**src/rtl/blocking_fanout_buffer.sv**
```systemverilog
// Blocking-input FIFO that fans each buffered word out to a per-entry set of
// blocking output channels; an entry retires once every targeted channel has taken it.
module blocking_fanout_buffer #(
  parameter int DATA_W = 32,
  parameter int NUM_CH = 4,
  parameter int DEPTH  = 4
) (
  input  logic                         clk,
  input  logic                         rst,
  input  logic [DATA_W-1:0]            b_in,
  input  logic                         b_in_sync,
  output logic                         b_in_notify,
  input  logic [1:0]                   m_in_mode,
  input  logic [$clog2(NUM_CH)-1:0]    m_in_chan,
  output logic [NUM_CH*DATA_W-1:0]     b_out,
  input  logic [NUM_CH-1:0]            b_out_sync,
  output logic [NUM_CH-1:0]            b_out_notify,
  output logic [$clog2(DEPTH+1)-1:0]   level,
  output logic [15:0]                  drop_cnt
);

  localparam int CW = $clog2(NUM_CH);
  localparam int AW = $clog2(DEPTH);
  localparam int LW = $clog2(DEPTH+1);

  localparam logic [1:0] MODE_UNI  = 2'd0;
  localparam logic [1:0] MODE_BC   = 2'd1;
  localparam logic [1:0] MODE_RR   = 2'd2;

  localparam logic [0:0] S_EMPTY = 1'b0;
  localparam logic [0:0] S_ISSUE = 1'b1;

  logic [DATA_W-1:0] data_mem [DEPTH];
  logic [NUM_CH-1:0] mask_mem [DEPTH];

  logic [0:0]        state_reg, state_next;
  logic [NUM_CH-1:0] pending_reg, pending_next;
  logic [DATA_W-1:0] head_data_reg;
  logic [AW-1:0]     wr_ptr_reg, rd_ptr_reg, load_addr;
  logic [LW-1:0]     count_reg, count_next;
  logic              notify_reg;
  logic [CW-1:0]     rr_ptr_reg;
  logic [15:0]       drop_cnt_reg;

  logic [NUM_CH-1:0] in_mask, hs, pending_left;
  logic              in_fire, push, drop, pop, load;

  // Destination set for the word on offer; an out-of-range unicast yields
  // an empty set and is therefore counted as a drop.
  always_comb begin
    in_mask = '0;
    case (m_in_mode)
      MODE_UNI: if (32'(m_in_chan) < NUM_CH) in_mask[m_in_chan] = 1'b1;
      MODE_BC:  in_mask = '1;
      MODE_RR:  in_mask[rr_ptr_reg] = 1'b1;
      default:  in_mask = '0;
    endcase
  end

  assign in_fire      = b_in_sync & notify_reg;
  assign push         = in_fire & (|in_mask);
  assign drop         = in_fire & ~(|in_mask);
  assign b_out_notify = (state_reg == S_ISSUE) ? pending_reg : '0;
  assign hs           = b_out_sync & b_out_notify;
  assign pending_left = pending_reg & ~hs;
  assign pop          = (state_reg == S_ISSUE) && (pending_left == '0);

  // The next head is loaded from memory either when leaving S_EMPTY or when
  // retiring an entry that already has a successor in the FIFO.
  assign load      = ((state_reg == S_EMPTY) && (count_reg != '0)) ||
                     (pop && (count_reg > LW'(1)));
  assign load_addr = (state_reg == S_EMPTY) ? rd_ptr_reg : rd_ptr_reg + AW'(1);

  assign count_next = count_reg + LW'(push) - LW'(pop);

  always_comb begin
    state_next   = state_reg;
    pending_next = pending_reg;
    if (state_reg == S_EMPTY) begin
      if (count_reg != '0) state_next = S_ISSUE;
    end else begin
      pending_next = pending_left;
      if (pop && (count_reg == LW'(1))) state_next = S_EMPTY;
    end
  end

  always_ff @(posedge clk) begin
    if (push) begin
      data_mem[wr_ptr_reg] <= b_in;
      mask_mem[wr_ptr_reg] <= in_mask;
    end
  end

  always_ff @(posedge clk or negedge rst) begin
    if (!rst) begin
      state_reg     <= S_EMPTY;
      pending_reg   <= '0;
      head_data_reg <= '0;
      wr_ptr_reg    <= '0;
      rd_ptr_reg    <= '0;
      count_reg     <= '0;
      notify_reg    <= 1'b1;
      rr_ptr_reg    <= '0;
      drop_cnt_reg  <= '0;
    end else begin
      state_reg <= state_next;
      if (load) begin
        pending_reg   <= mask_mem[load_addr];
        head_data_reg <= data_mem[load_addr];
      end else begin
        pending_reg   <= pending_next;
      end
      if (push) wr_ptr_reg <= wr_ptr_reg + AW'(1);
      if (pop)  rd_ptr_reg <= rd_ptr_reg + AW'(1);
      count_reg  <= count_next;
      notify_reg <= (count_next < LW'(DEPTH));
      if (in_fire && (m_in_mode == MODE_RR))
        rr_ptr_reg <= (rr_ptr_reg == CW'(NUM_CH-1)) ? '0 : rr_ptr_reg + CW'(1);
      if (drop && (drop_cnt_reg != 16'hFFFF))
        drop_cnt_reg <= drop_cnt_reg + 16'd1;
    end
  end

  genvar gi;
  generate
    for (gi = 0; gi < NUM_CH; gi++) begin : g_out
      assign b_out[gi*DATA_W +: DATA_W] = head_data_reg;
    end
  endgenerate

  assign b_in_notify = notify_reg;
  assign level       = count_reg;
  assign drop_cnt    = drop_cnt_reg;

endmodule

```
**config.mk**
```make
export PLATFORM = sky130hd
export DESIGN_NAME = blocking_fanout_buffer
export DESIGN_NICKNAME = d
export VERILOG_FILES = /design/src/rtl/blocking_fanout_buffer.sv
export SDC_FILE = /design/constraint.sdc
export NUM_CORES = 1
export LEC_CHECK = 0
export BUFFER_PORTS_ARGS = -buffer_cell sky130_fd_sc_hd__buf_2
export CAP_MARGIN = 5
export CORE_ASPECT_RATIO = 0.5
export CORE_MARGIN = 2
export CORE_UTILIZATION = 50
export CTS_BUF_LIST = sky130_fd_sc_hd__clkbuf_4
export CTS_CLUSTER_DIAMETER = 60
export DETAILED_ROUTE_END_ITERATION = 12
export PLACE_DENSITY = 0.74
export SLEW_MARGIN = 20
export SYNTH_ARGS = -nofsm -noshare
export SYNTH_HDL_FRONTEND = slang
export SYNTH_SLANG_ARGS = --single-unit
```
**constraint.sdc**
```tcl
create_clock -name clk -period 4.3 [get_ports clk]
set_input_delay 0.86 -clock clk [delete_from_list [all_inputs] [get_ports clk]]
set_output_delay 0.86 -clock clk [all_outputs]
set_load 0.02 [all_outputs]
```
[After elaboration in Yosys (flattened, before gate mapping)]
Memory sizes are Yosys's and may differ from the RTL's. A register that Yosys moved wholly into a read port is not among the register bits.
Cells that the tools add are included.
Widths: inputs -> output; s select.
Word-level totals
  output and inout bits: 152
  bits in registers: 31
  RAM bits: 144
  memories kept: 2
  input port bits: 43
Cells by class
  bitwise operators: 8
  order comparisons: 6
  equality and inequality tests: 5
  $add $sub $neg: 6
  reduce and logical (&&, ||, !) cells: 15
  muxes and demuxes: 15
Memories
  data_mem: words 4, width 32, read ports 1, clocked after Yosys merged registers in 1, wr ports 1, line 33  | logic [DATA_W-1:0] data_mem [DEPTH];
  mask_mem: words 4, width 4, read ports 1, clocked after Yosys merged registers in 0, wr ports 1, line 34  | logic [NUM_CH-1:0] mask_mem [DEPTH];
Operators with widths (count)
  $add 16x1->16 const B: 1
  $ne 16x16->1 const B: 1
  $mux 4: 3
  $pmux 4 s3: 1
  $and 4x4->4: 2
  $logic_and 1x1->1: 8
  $mux 1: 7
  $add 2x1->2 const B: 3
  $lt 2x3->1 const B: 2
  $demux 1 s2: 2
  $eq 2x2->1 const B: 2
  $ge 2x1->1 const B: 2
  $logic_not 4->1: 1
  $mux 2: 2
  $not 4->4: 1
  $reduce_or 4->1: 1
  $add 3x1->3: 1
  $and 1x1->1: 3
  $eq 3x1->1 const B: 1
  $gt 3x1->1 const B: 1
  $lt 3x3->1 const B: 1
  $reduce_bool 3->1: 1
  $sub 3x1->3: 1
  $eq 2x1->1 const B: 1
  5 further kinds: 6

[Depth between registers and ports, before layout]
Gate-level depths: netlist of the first run.
  depth after elaboration: 10
  mapped depth: 14
  gate-level depth less buffers: 13

[Least setup slack after synthesis of the first run]
Ideal clock, no wire load.
  path kind: in2reg
  start: in m_in_mode[0]
  end: mem data_mem[0][0] (enable)
  data required time: 3903 ps
  stages on the path: 5
  data arrival time: 2460 ps
  slack: 1444 ps
  library setup time: 397 ps
  path buffers: 2
  path through: clkbuf_1 -> o21ai_0 -> and3_1 -> clkbuf_1 -> and2_1
On the way
  word-level cells in the longest chain between the ends: 6
  elaborated cells on any way between the ends: 8
  classes of those cells: eq/ne (2); mux (3); bitwise (1); reduce/logical (2)
Ends and longest elaborated chain
  start, declared: line 13  | input logic [1:0] m_in_mode,
  $eq 2x2->1 (tied with other cells): line 52  | case (m_in_mode)
  $pmux 4 s3 (*): line 52
  $reduce_or 4->1 (*): line 61  | assign push = in_fire & (|in_mask);
  $and 1x1->1 (*): line 61
  $mux 1 (*): line 88  | if (push) begin
  $mux 1 (not written as such) (*): line 89  | data_mem[wr_ptr_reg] <= b_in;
  end, declared: line 33
Every way passes the cells marked *; elsewhere a longest branch is shown, timed or not.

[Worst setup path after layout of the first run]
  start: reg rr_ptr_reg[0]
  end: reg count_reg[2], in the netlist level[2]
On the way
  word-level cells in the longest chain between the ends: 9
  elaborated cells on any way between the ends: 10
  classes of those cells: add/sub (2); order compare (2); mux (3); bitwise (1); reduce/logical (2)
Ends and longest elaborated chain
  start, declared: line 42  | logic [CW-1:0] rr_ptr_reg;
  start signal, assigned: line 118  | rr_ptr_reg <= (rr_ptr_reg == CW'(NUM_CH-1)) ? '0 : rr_ptr_reg + CW'(1);
  $lt 2x3->1 (not written as such) / $ge 2x1->1 (equally long branches): line 55  | MODE_RR: in_mask[rr_ptr_reg] = 1'b1;
  $logic_and 1x1->1 (not written as such): line 55
  $mux 1 (not written as such): line 55
  $demux 1 s2 (*): line 55
  $pmux 4 s3 (*): line 52
  $reduce_or 4->1 (*): line 61
  $and 1x1->1 (*): line 61
  $add 3x1->3 (*): line 74  | assign count_next = count_reg + LW'(push) - LW'(pop);
  $sub 3x1->3 (*): line 74
  net count_next[2]: line 40  | logic [LW-1:0] count_reg, count_next;
  end signal, assigned: line 115  | count_reg <= count_next;
  end, declared: line 40
The timed path passes the listed nets; every way through them passes the cells marked *.
A chain may end at the register's enable or synchronous reset.

==> results of run 1 <==
-- metrics by stage --
step	setup WS, ns	cells	hold WS [ns]
after floorplan	1.44	529	0.465
after global placement	1.48	850	0.501
after detailed placement	1.35	850	0.507
after CTS	1.38	935	0.362
after global routing	1.23	936	0.389
final	1.41	936	0.357
-- metal layers --
metal	GRT usage [%]	share of wire (%)	up-vias	routed length [µm]
li1	-	-	2195	-
met1	21.9	42	2385	6730
met5	0	0.17	-	27
met3	4.88	6.2	24	987
met4	4.95	1.4	4	221
met2	27.8	50	148	7910
-- cells in the final DEF, fill, tap and decap left out, drive strengths merged, types with 2 or more instances in the layout --
master,count
edfxtp,144
and3,7
nand2,10
clkbuf,74
buf,197
nor2,5
clkinv,9
a21boi,2
xor2,12
mux4,36
nand3,6
o22ai,2
mux2,39
inv,16
ha,13
and4,5
nor4,7
o21ai,5
nor3,5
and2,10
dfrtp,62
xnor2,9
nand4,9
a21oi,6
-- where the power goes --
group / total, mW / internal [mW] / switching, mW
sequential: 2.89 / 2.58 / 0.302
clock: 1.58 / 0.841 / 0.743
combinational: 3.84 / 1.69 / 2.15
total: 8.31 / 5.12 / 3.19
-- worst register-to-register path: stages (launching register included) --
cell,delay (ns)
dfrtp_1,0.42
ha_1,0.25
nor4_1,0.50
o21ai_0,0.14
and3_1,0.27
inv_1,0.08
ha_1,0.23
inv_1,0.06
ha_1,0.13
inv_1,0.05
fa_1,0.37
xnor2_1,0.23
inv_1,0.06
-- kinds of logic after synthesis --
logic type               count (synthesis)  synth area share (%)
AND/OR/NAND/NOR                         66                  4.27
buffers and inverters                  126                  9.70
multiplexers                            75                  14.3
flip-flops                             207                  66.1
adder cells (fa/ha/maj)                 14                  2.05
XOR/XNOR                                21                  2.14
AO/OA/AOI/OAI                           20                  1.47
-- final cells by class --
| class | instances | area share, % |
|---|---|---|
| inverters | 16 | 0.595 |
| clock buffers | 74 | 5.50 |
| repair buffers | 197 | 9.99 |
| well taps | 234 | 2.90 |
| clock inverters | 11 | 0.706 |
| flip-flops and latches | 207 | 58.5 |
| diodes | 1 | 0.0248 |
| multi-input cells | 196 | 21.8 |
-- worst paths after layout --
| check | end | slack, ns | cells past startpoint |
|---|---|---|---|
| worst max-delay path | level[2] | 1.41 | 12 |
| worst max register to register | level[2] | 1.41 | 12 |
| worst min-delay path | pending_reg[1] | 0.36 | 1 |
| max in group asynchronous | wr_ptr_reg[0] | 3.39 | 1 |
| min in group clk | data_mem[2][1] | 0.45 | 1 |
| worst min register to register | drop_cnt[7] | 0.52 | 1 |
==> flow_summary.yaml, run 1 <==
flow_run:
  maxCapViolations: 0
timing:
  setup_viol: 0
  finalCritPeriodShare_pct: 67.3
  rsz0062_at_grt: "no"
  skew_ns: 0.0416
  finalSetupTns_ns: 0
  finalCriticalPeriod_ns: 2.89
  relSlewSlack_pct: 32.6
  final_max_slew_viol_count: 0
  max_freq_mhz: 346
  final_hold_viol_count: 0
  worstMarginPinSlew_ns: 1.01
yosys:
  synth-seq-cells: 207
  yosysMostFrequentCell: "edfxtp_1"
  yosysWarnings: 0
  synth_nets: 586
  synth_cells: 529
  ys_top_cells_by_area: "edfxtp_1, dfrtp_1, buf_4"
  synth_ff_type: "edfxtp_1"
  synth_common_cells: "edfxtp_1, buf_4, dfrtp_1"
  synth_area_mm2: 0.00893
  async_reset_ff_share_pct: 30.4
  ys_types: 38
  synth-edff-count: 144
  seq_area_frac_synth_pct: 66.1
  synth_top_area_cell: "edfxtp_1"
  syn_area_per_cell_um2: 16.9
  synth_top_area_share_pct: 48.4
clock_network:
  postCtsSetupBuffers: 0
  hold_buffers: 0
  root_buffer: "clkbuf_4"
  numClockSinks: 207
  worstSkewPairLatency_ns: 0.62
  htreeDepth: 2
  cts.repair.resized: 0
  clk_pin_slew_ns: 0.08
  cts_buffer_depth: 3
  cts_tree: "built"
  numCtsBuffers: 46
floorplanning:
  start_util_pct: 51.2
  coreArea_mm2: 0.0174
  dieArea_mm2: 0.0190
  placementRows: 34
  ios: 195
  die_w_um: 193
  die_h_um: 98.5
detailed_routing:
  vias: 4756
  ant_nets: 0
  firstDrtPassIters: 5
  drt-initial-drc-count: 350
  drt-total-wl_um: 15900
  post_drt_via_cell_ratio: 5.08
  post-route-drc-count: 0
  wl_per_cell_um: 17.0
global_routing:
  grt_overflow: 0
  grt_pass1_vias: 4692
  antenna_found_initial: 3
  grt_usage_pct: 16.8
  grt_max_degree: 64
  grt_pass1_wl_um: 24500
status:
  status: "finished, final reports clean"
critical_path:
  path_class: "flop to flop"
  cp_slowest_cell: "nor4_1"
  crit_start: "rr_ptr_reg[0]"
  critical_path.most_common_cell: "inv_1"
  cp.arrival_ns: 3.37
  cp_num_buf_inv: 4
  start_kind: "flop"
  cp_slowest_stage_delay_ns: 0.50
  end_kind: "flop"
  crit_fanout: 7
  cp_top_family: "adder cells"
  crit_chain: "ha_1, nor4_1, o21ai_0, and3_1, inv_1, ha_1, inv_1, ha_1, inv_1, fa_1, xnor2_1, inv_1"
  r2r_start: "rr_ptr_reg[0]"
  required_ns: 4.77
hold_path:
  hold_path.class: "primary input to async pin"
power_and_ir_drop:
  vdd_drop_max_mv: 0.352
  power_density_mw_per_mm2: 823
  p_leak_nw: 4.15
  total_power_mw: 8.31
placed_design:
  place.gp.congestion: 0.852
  dp_hpwl_um: 9970
  dpl_cell_area_mm2: 0.00947
  port_buffers: 194
cells_and_area:
  drive_above_1_share_pct: 50.2
  fill_cells: 1414
  largest_reg_flops: 128
  final_core_util_pct: 57.9
  area_delta_synth_final_pct: 13.1
  stdcell_area_mm2: 0.0101
  multi_input_area_mm2: 0.00220
  nets: 721
  register_area_mm2: 0.00590
Power figures use the tool's default switching activity.
==> inputs of run 2 (changes only) <==
--- a/config.mk
+++ b/config.mk
@@ -5,6 +5,7 @@
 export SDC_FILE = /design/constraint.sdc
 export NUM_CORES = 1
 export LEC_CHECK = 0
+export ABC_AREA = 1
 export BUFFER_PORTS_ARGS = -buffer_cell sky130_fd_sc_hd__buf_2
 export CAP_MARGIN = 5
 export CORE_ASPECT_RATIO = 0.5
@@ -13,7 +14,7 @@
 export CTS_BUF_LIST = sky130_fd_sc_hd__clkbuf_4
 export CTS_CLUSTER_DIAMETER = 60
 export DETAILED_ROUTE_END_ITERATION = 12
-export PLACE_DENSITY = 0.74
+export PLACE_DENSITY = 0.73
 export SLEW_MARGIN = 20
 export SYNTH_ARGS = -nofsm -noshare
 export SYNTH_HDL_FRONTEND = slang
==> constraint.sdc (replaced) <==
create_clock -name clk -period 2.8 [get_ports clk]
set_input_delay 0.56 -clock clk [delete_from_list [all_inputs] [get_ports clk]]
set_output_delay 0.56 -clock clk [all_outputs]
set_load 0.02 [all_outputs]
==> flow_summary.yaml, run 2 <==
cells_and_area:
  largest_reg_flops: 128
  fill_cells: 1651
  drive_above_1_share_pct: 26.7
  final_common_cell: "nand2_1"
  nets: 1225
  final_cell_mix: "nand2_1, buf_2, edfxtp_1"
  stdcell_count: 1478
  area_delta_synth_final_pct: 13.0
  register_area_mm2: 0.00590
  final_core_util_pct: 57.4
  multi_input_area_mm2: 0.00295
critical_path:
  end_kind: "flop"
  cp.arrival_ns: 3.08
  cp_top_family: "adder cells"
  crit_fanout: 13
  cp_num_buf_inv: 4
  required_ns: 3.34
  start_kind: "flop"
  path_class: "flop to flop"
  cp_slowest_cell: "dfrtp_1"
  cp_slowest_stage_delay_ns: 0.59
  critical_path.most_common_cell: "inv_1"
  crit_chain: "a21boi_0, nor2_1, nand2_1, inv_1, ha_1, inv_1, ha_1, inv_1, fa_1, xnor2_1, inv_1"
yosys:
  synth_top_area_cell: "edfxtp_1"
  synth_area_mm2: 0.00986
  synth-edff-count: 144
  seq_area_frac_synth_pct: 59.9
  syn_area_per_cell_um2: 9.53
  synth_common_cells: "nand2_1, edfxtp_1, buf_4"
  synth_top_area_share_pct: 43.9
  synth_ff_type: "edfxtp_1"
  async_reset_ff_share_pct: 30.4
  synth_nets: 1092
  ys_top_cells_by_area: "edfxtp_1, nand2_1, dfrtp_1"
  synth-seq-cells: 207
  synth_cells: 1035
  yosysWarnings: 0
  ys_types: 28
  yosysMostFrequentCell: "nand2_1"
floorplanning:
  coreArea_mm2: 0.0194
  die_w_um: 203
  die_h_um: 103
  placementRows: 36
  ios: 195
  dieArea_mm2: 0.0209
  start_util_pct: 50.8
global_routing:
  grt_max_degree: 64
  grt_pass1_vias: 6432
  grt_pass1_wl_um: 32100
  grt_usage_pct: 19.7
  antenna_found_initial: 5
  grt_overflow: 0
placed_design:
  dp_hpwl_um: 12800
  place.gp.congestion: 0.872
  dp.cells: 1384
  port_buffers: 194
clock_network:
  htreeDepth: 2
  numClockSinks: 207
  hold_buffers: 0
  cts_buffer_depth: 3
  worstSkewPairLatency_ns: 0.66
  clk_pin_slew_ns: 0.08
  root_buffer: "clkbuf_4"
  postCtsSetupBuffers: 0
  cts_tree: "built"
  cts.repair.resized: 0
  numCtsBuffers: 48
power_and_ir_drop:
  seq_power_share_pct: 33.2
  p_sw_mw: 6.11
  power_density_mw_per_mm2: 1180
  total_power_mw: 13.2
  p_int_mw: 7.05
  clock_power_share_pct: 18.4
  p_leak_nw: 5.50
  combinationalPowerShare_pct: 48.4
  vdd_drop_max_mv: 0.544
  swShare_pct: 46.5
timing:
  max_freq_mhz: 393
  finalCritPeriodShare_pct: 90.8
  worstMarginPinSlew_ns: 0.910
  relSlewSlack_pct: 39.3
  final_hold_viol_count: 0
  finalCriticalPeriod_ns: 2.54
  skew_ns: 0.0458
  rsz0062_at_grt: "no"
  final_max_slew_viol_count: 0
  setup_viol: 0
flow_run:
  maxCapViolations: 0
status:
  status: "finished, final reports clean"
detailed_routing:
  wl_per_cell_um: 14.0
  drt-total-wl_um: 20700
  ant_nets: 0
  firstDrtPassIters: 5
  post_drt_via_cell_ratio: 4.79
  drt-initial-drc-count: 420
  post-route-drc-count: 0
  vias: 7086
hold_path:
  hold_path.class: "primary input to async pin"
[run 2: power groups by stage]
stage	combinational, mW	clock [mW]	sequential (mW)
4_1_cts	6.45	2.49	4.38
2_1_floorplan	4.92	0	4.68
6_report	6.37	2.42	4.37
3_5_place_dp	6.43	0	4.45
3_3_place_gp	6.31	0	4.41
5_1_grt	7.12	2.65	4.47
[run 2: metal layers]
metal,vias up,global-route usage (%),wire length (µm)
li1,3532,-,-
met1,3312,25.9,9370
met2,207,32.3,9680
met3,33,5.55,1380
met4,2,6.06,267
met5,-,0,13
[run 2: path summary, 6_finish.rpt]
check | slack, ns | startpoint | depth (start not counted) | end
max | 0.26 | state_reg | 11 | level[2]
min | 0.04 | rst | 1 | head_data_reg[8]
max reg2reg | 0.26 | state_reg | 11 | level[2]
min reg2reg | 0.52 | drop_cnt[15] | 2 | drop_cnt[15]
max in group asynchronous | 2.15 | rst | 1 | drop_cnt[5]
min in group clk | 0.11 | b_in[8] | 1 | data_mem[2][8]
[run 2: cell type report]
class,count,area share (%)
Antenna cell,4,0.0898
Clock buffer,66,4.44
Clock inverter,24,1.18
Inverter,40,1.35
Multi-Input combinational cell,658,26.4
Sequential cell,207,52.9
Tap cell,266,2.99
Timing Repair Buffer,213,10.6
[run 2: kinds of logic after synthesis]
| group | Yosys count | share of synthesized area, % |
|---|---|---|
| simple gates | 622 | 25.8 |
| buf+inv | 170 | 10.9 |
| fa+ha+maj | 14 | 1.85 |
| flops | 207 | 59.9 |
| xor+xnor | 10 | 0.888 |
| compound gates | 12 | 0.761 |
[run 2: per-stage QoR]
step	setup TNS (ns)	worst slack, ns	hold slack [ns]	cell area, µm²
after detailed placement	0	0.0792	0.509	10500
after CTS	0	0.236	0.0250	11100
after global placement	0	0.179	0.509	10500
final	0	0.257	0.0428	11100
after global routing	0	0.0360	0.0551	11100
after floorplan	-50.66	-0.352	0.264	9860
==> inputs of run 3 (changes only) <==
--- a/config.mk
+++ b/config.mk
@@ -10,11 +10,10 @@
 export CAP_MARGIN = 5
 export CORE_ASPECT_RATIO = 0.5
 export CORE_MARGIN = 2
-export CORE_UTILIZATION = 50
+export CORE_UTILIZATION = 25
 export CTS_BUF_LIST = sky130_fd_sc_hd__clkbuf_4
 export CTS_CLUSTER_DIAMETER = 60
 export DETAILED_ROUTE_END_ITERATION = 12
-export PLACE_DENSITY = 0.73
 export SLEW_MARGIN = 20
 export SYNTH_ARGS = -nofsm -noshare
 export SYNTH_HDL_FRONTEND = slang
==> flow_summary.yaml, run 3 (synthesized netlist as in run 2, its figures left out) <==
status:
  status: "finished, final reports clean"
timing:
  setup_viol: 0
  final_max_slew_viol_count: 0
  rsz0062_at_grt: "no"
  finalSetupTns_ns: 0
  holdWs_ns: 0.0968
  skew_ns: 0.0473
  layout_setup_ws_ns: 0.287
  final_hold_viol_count: 0
  relSlewSlack_pct: 46.8
  max_freq_mhz: 398
  finalCritPeriodShare_pct: 89.7
  worstMarginPinSlew_ns: 0.798
  finalCriticalPeriod_ns: 2.51
floorplanning:
  coreArea_mm2: 0.0389
  ios: 195
  start_util_pct: 25.4
  die_w_um: 285
  dieArea_mm2: 0.0411
  die_h_um: 144
  placementRows: 51
critical_path:
  required_ns: 3.32
  r2r_start: "state_reg"
  cp_num_buf_inv: 4
  cp.arrival_ns: 3.03
  crit_fanout: 13
  crit_chain: "a21boi_0, nor2_1, nand2_1, inv_1, ha_1, inv_1, ha_1, inv_1, fa_1, xnor2_1, inv_1"
  cp_slowest_cell: "dfrtp_1"
  path_class: "flop to flop"
  critical_path.most_common_cell: "inv_1"
  cp_slowest_stage_delay_ns: 0.59
  crit_start: "state_reg"
  end_kind: "flop"
  start_kind: "flop"
  cp_top_family: "adder cells"
global_routing:
  antenna_found_initial: 7
  grt.busiest_layer: "met2"
  met1_usage_pct: 11.8
  grt_max_degree: 73
  grt_pass1_vias: 6415
  grt_use_met3_pct: 2.48
  grt_usage_pct: 10.4
  grt_overflow: 0
  grt_pass1_wl_um: 34000
  met2_usage_pct: 18.9
cells_and_area:
  nets: 1236
  multi_input_area_mm2: 0.00293
  area_delta_synth_final_pct: 17.0
  stdcell_count: 1752
  final_cell_mix: "nand2_1, buf_2, edfxtp_1"
  largest_reg_flops: 128
  drive_above_1_share_pct: 27.5
  final_common_cell: "nand2_1"
  register_area_mm2: 0.00590
  fill_cells: 4080
power_and_ir_drop:
  clock_power_share_pct: 19.5
  p_int_mw: 7.20
  seq_power_share_pct: 33.0
  p_leak_nw: 5.56
  p_sw_mw: 6.08
  vdd_drop_max_mv: 0.530
  power_density_mw_per_mm2: 1150
  swShare_pct: 45.8
  combinationalPowerShare_pct: 47.5
placed_design:
  dp_hpwl_um: 13900
  place.gp.congestion: 0.821
  post-place-ws_ns: 0.186
  port_buffers: 194
  dp.cells: 1653
detailed_routing:
  post_drt_via_cell_ratio: 3.96
  firstDrtPassIters: 5
  ant_nets: 0
  wl_per_cell_um: 12.5
  vias: 6942
  drt-total-wl_um: 21900
  drt-initial-drc-count: 361
  post-route-drc-count: 0
clock_network:
  root_buffer: "clkbuf_4"
  htreeDepth: 2
  cts_tree: "built"
  clk_pin_slew_ns: 0.07
  numClockSinks: 207
  numCtsBuffers: 53
  worstSkewPairLatency_ns: 0.67
  cts_buffer_depth: 3
  postCtsSetupBuffers: 0
flow_run:
  maxCapViolations: 0
hold_path:
  worstHoldStart: "b_in[8]"
  hold_path.class: "primary input to flop"
==> run 3: cell types whose count changed in the layout (fill, tap and decap cells not counted), sizes merged <==
cell,change
dlygate4sd3,+1
diode,+1
clkinv,-10
buf,+5
clkbuf,+13
==> run 3: path summary, 6_finish.rpt <==
check / slack, ns / to / cells after the start
max: 0.29 / level[2] / 11
max in group asynchronous: 1.65 / b_in_notify / 3
max reg2reg: 0.29 / level[2] / 11
min: 0.1 / data_mem[0][8] / 1
min in group asynchronous: 0.46 / head_data_reg[18] / 2
min reg2reg: 0.54 / drop_cnt[15] / 2
==> run 3: area by class of cell <==
type,instances,area share (%)
clock buffer,79,5.14
tap,530,5.75
inverter,40,1.30
multi-input combinational,658,25.4
sequential,207,51.2
timing repair buffer,219,10.4
clock inverter,14,0.727
antenna,5,0.108
==> run 3: routing by layer <==
layer / vias up / part of all wire, % / wire length [µm]
met5: - / 0.11 / 25
met2: 105 / 52 / 11400
met1: 3249 / 42 / 9150
met3: 43 / 3.7 / 805
li1: 3541 / - / -
met4: 4 / 2.5 / 556
==> run 3: repair_timing <==
item | 4_1_cts | 5_1_grt
endpoints found under the hold margin | 20 | 0
hold buffers | 1 | 0
resized for setup | 0 | 0
==> run 3: power groups by stage <==
stage | combinational, mW | sequential (mW) | clock [mW]
6_report | 6.31 | 4.38 | 2.59
2_1_floorplan | 4.92 | 4.68 | 0
4_1_cts | 6.44 | 4.40 | 2.68
3_3_place_gp | 6.37 | 4.44 | 0
5_1_grt | 7.10 | 4.47 | 2.84
3_5_place_dp | 6.42 | 4.46 | 0
==> run 3: per-stage QoR <==
step,total power [mW],utilization [%],cell area (µm²)
6_report,13.3,29.7,11500
4_1_cts,13.5,29.7,11500
2_1_floorplan,9.60,-,9860
3_5_place_dp,10.9,27.9,10800
5_1_grt,14.4,29.7,11500
3_3_place_gp,10.8,27.9,10800
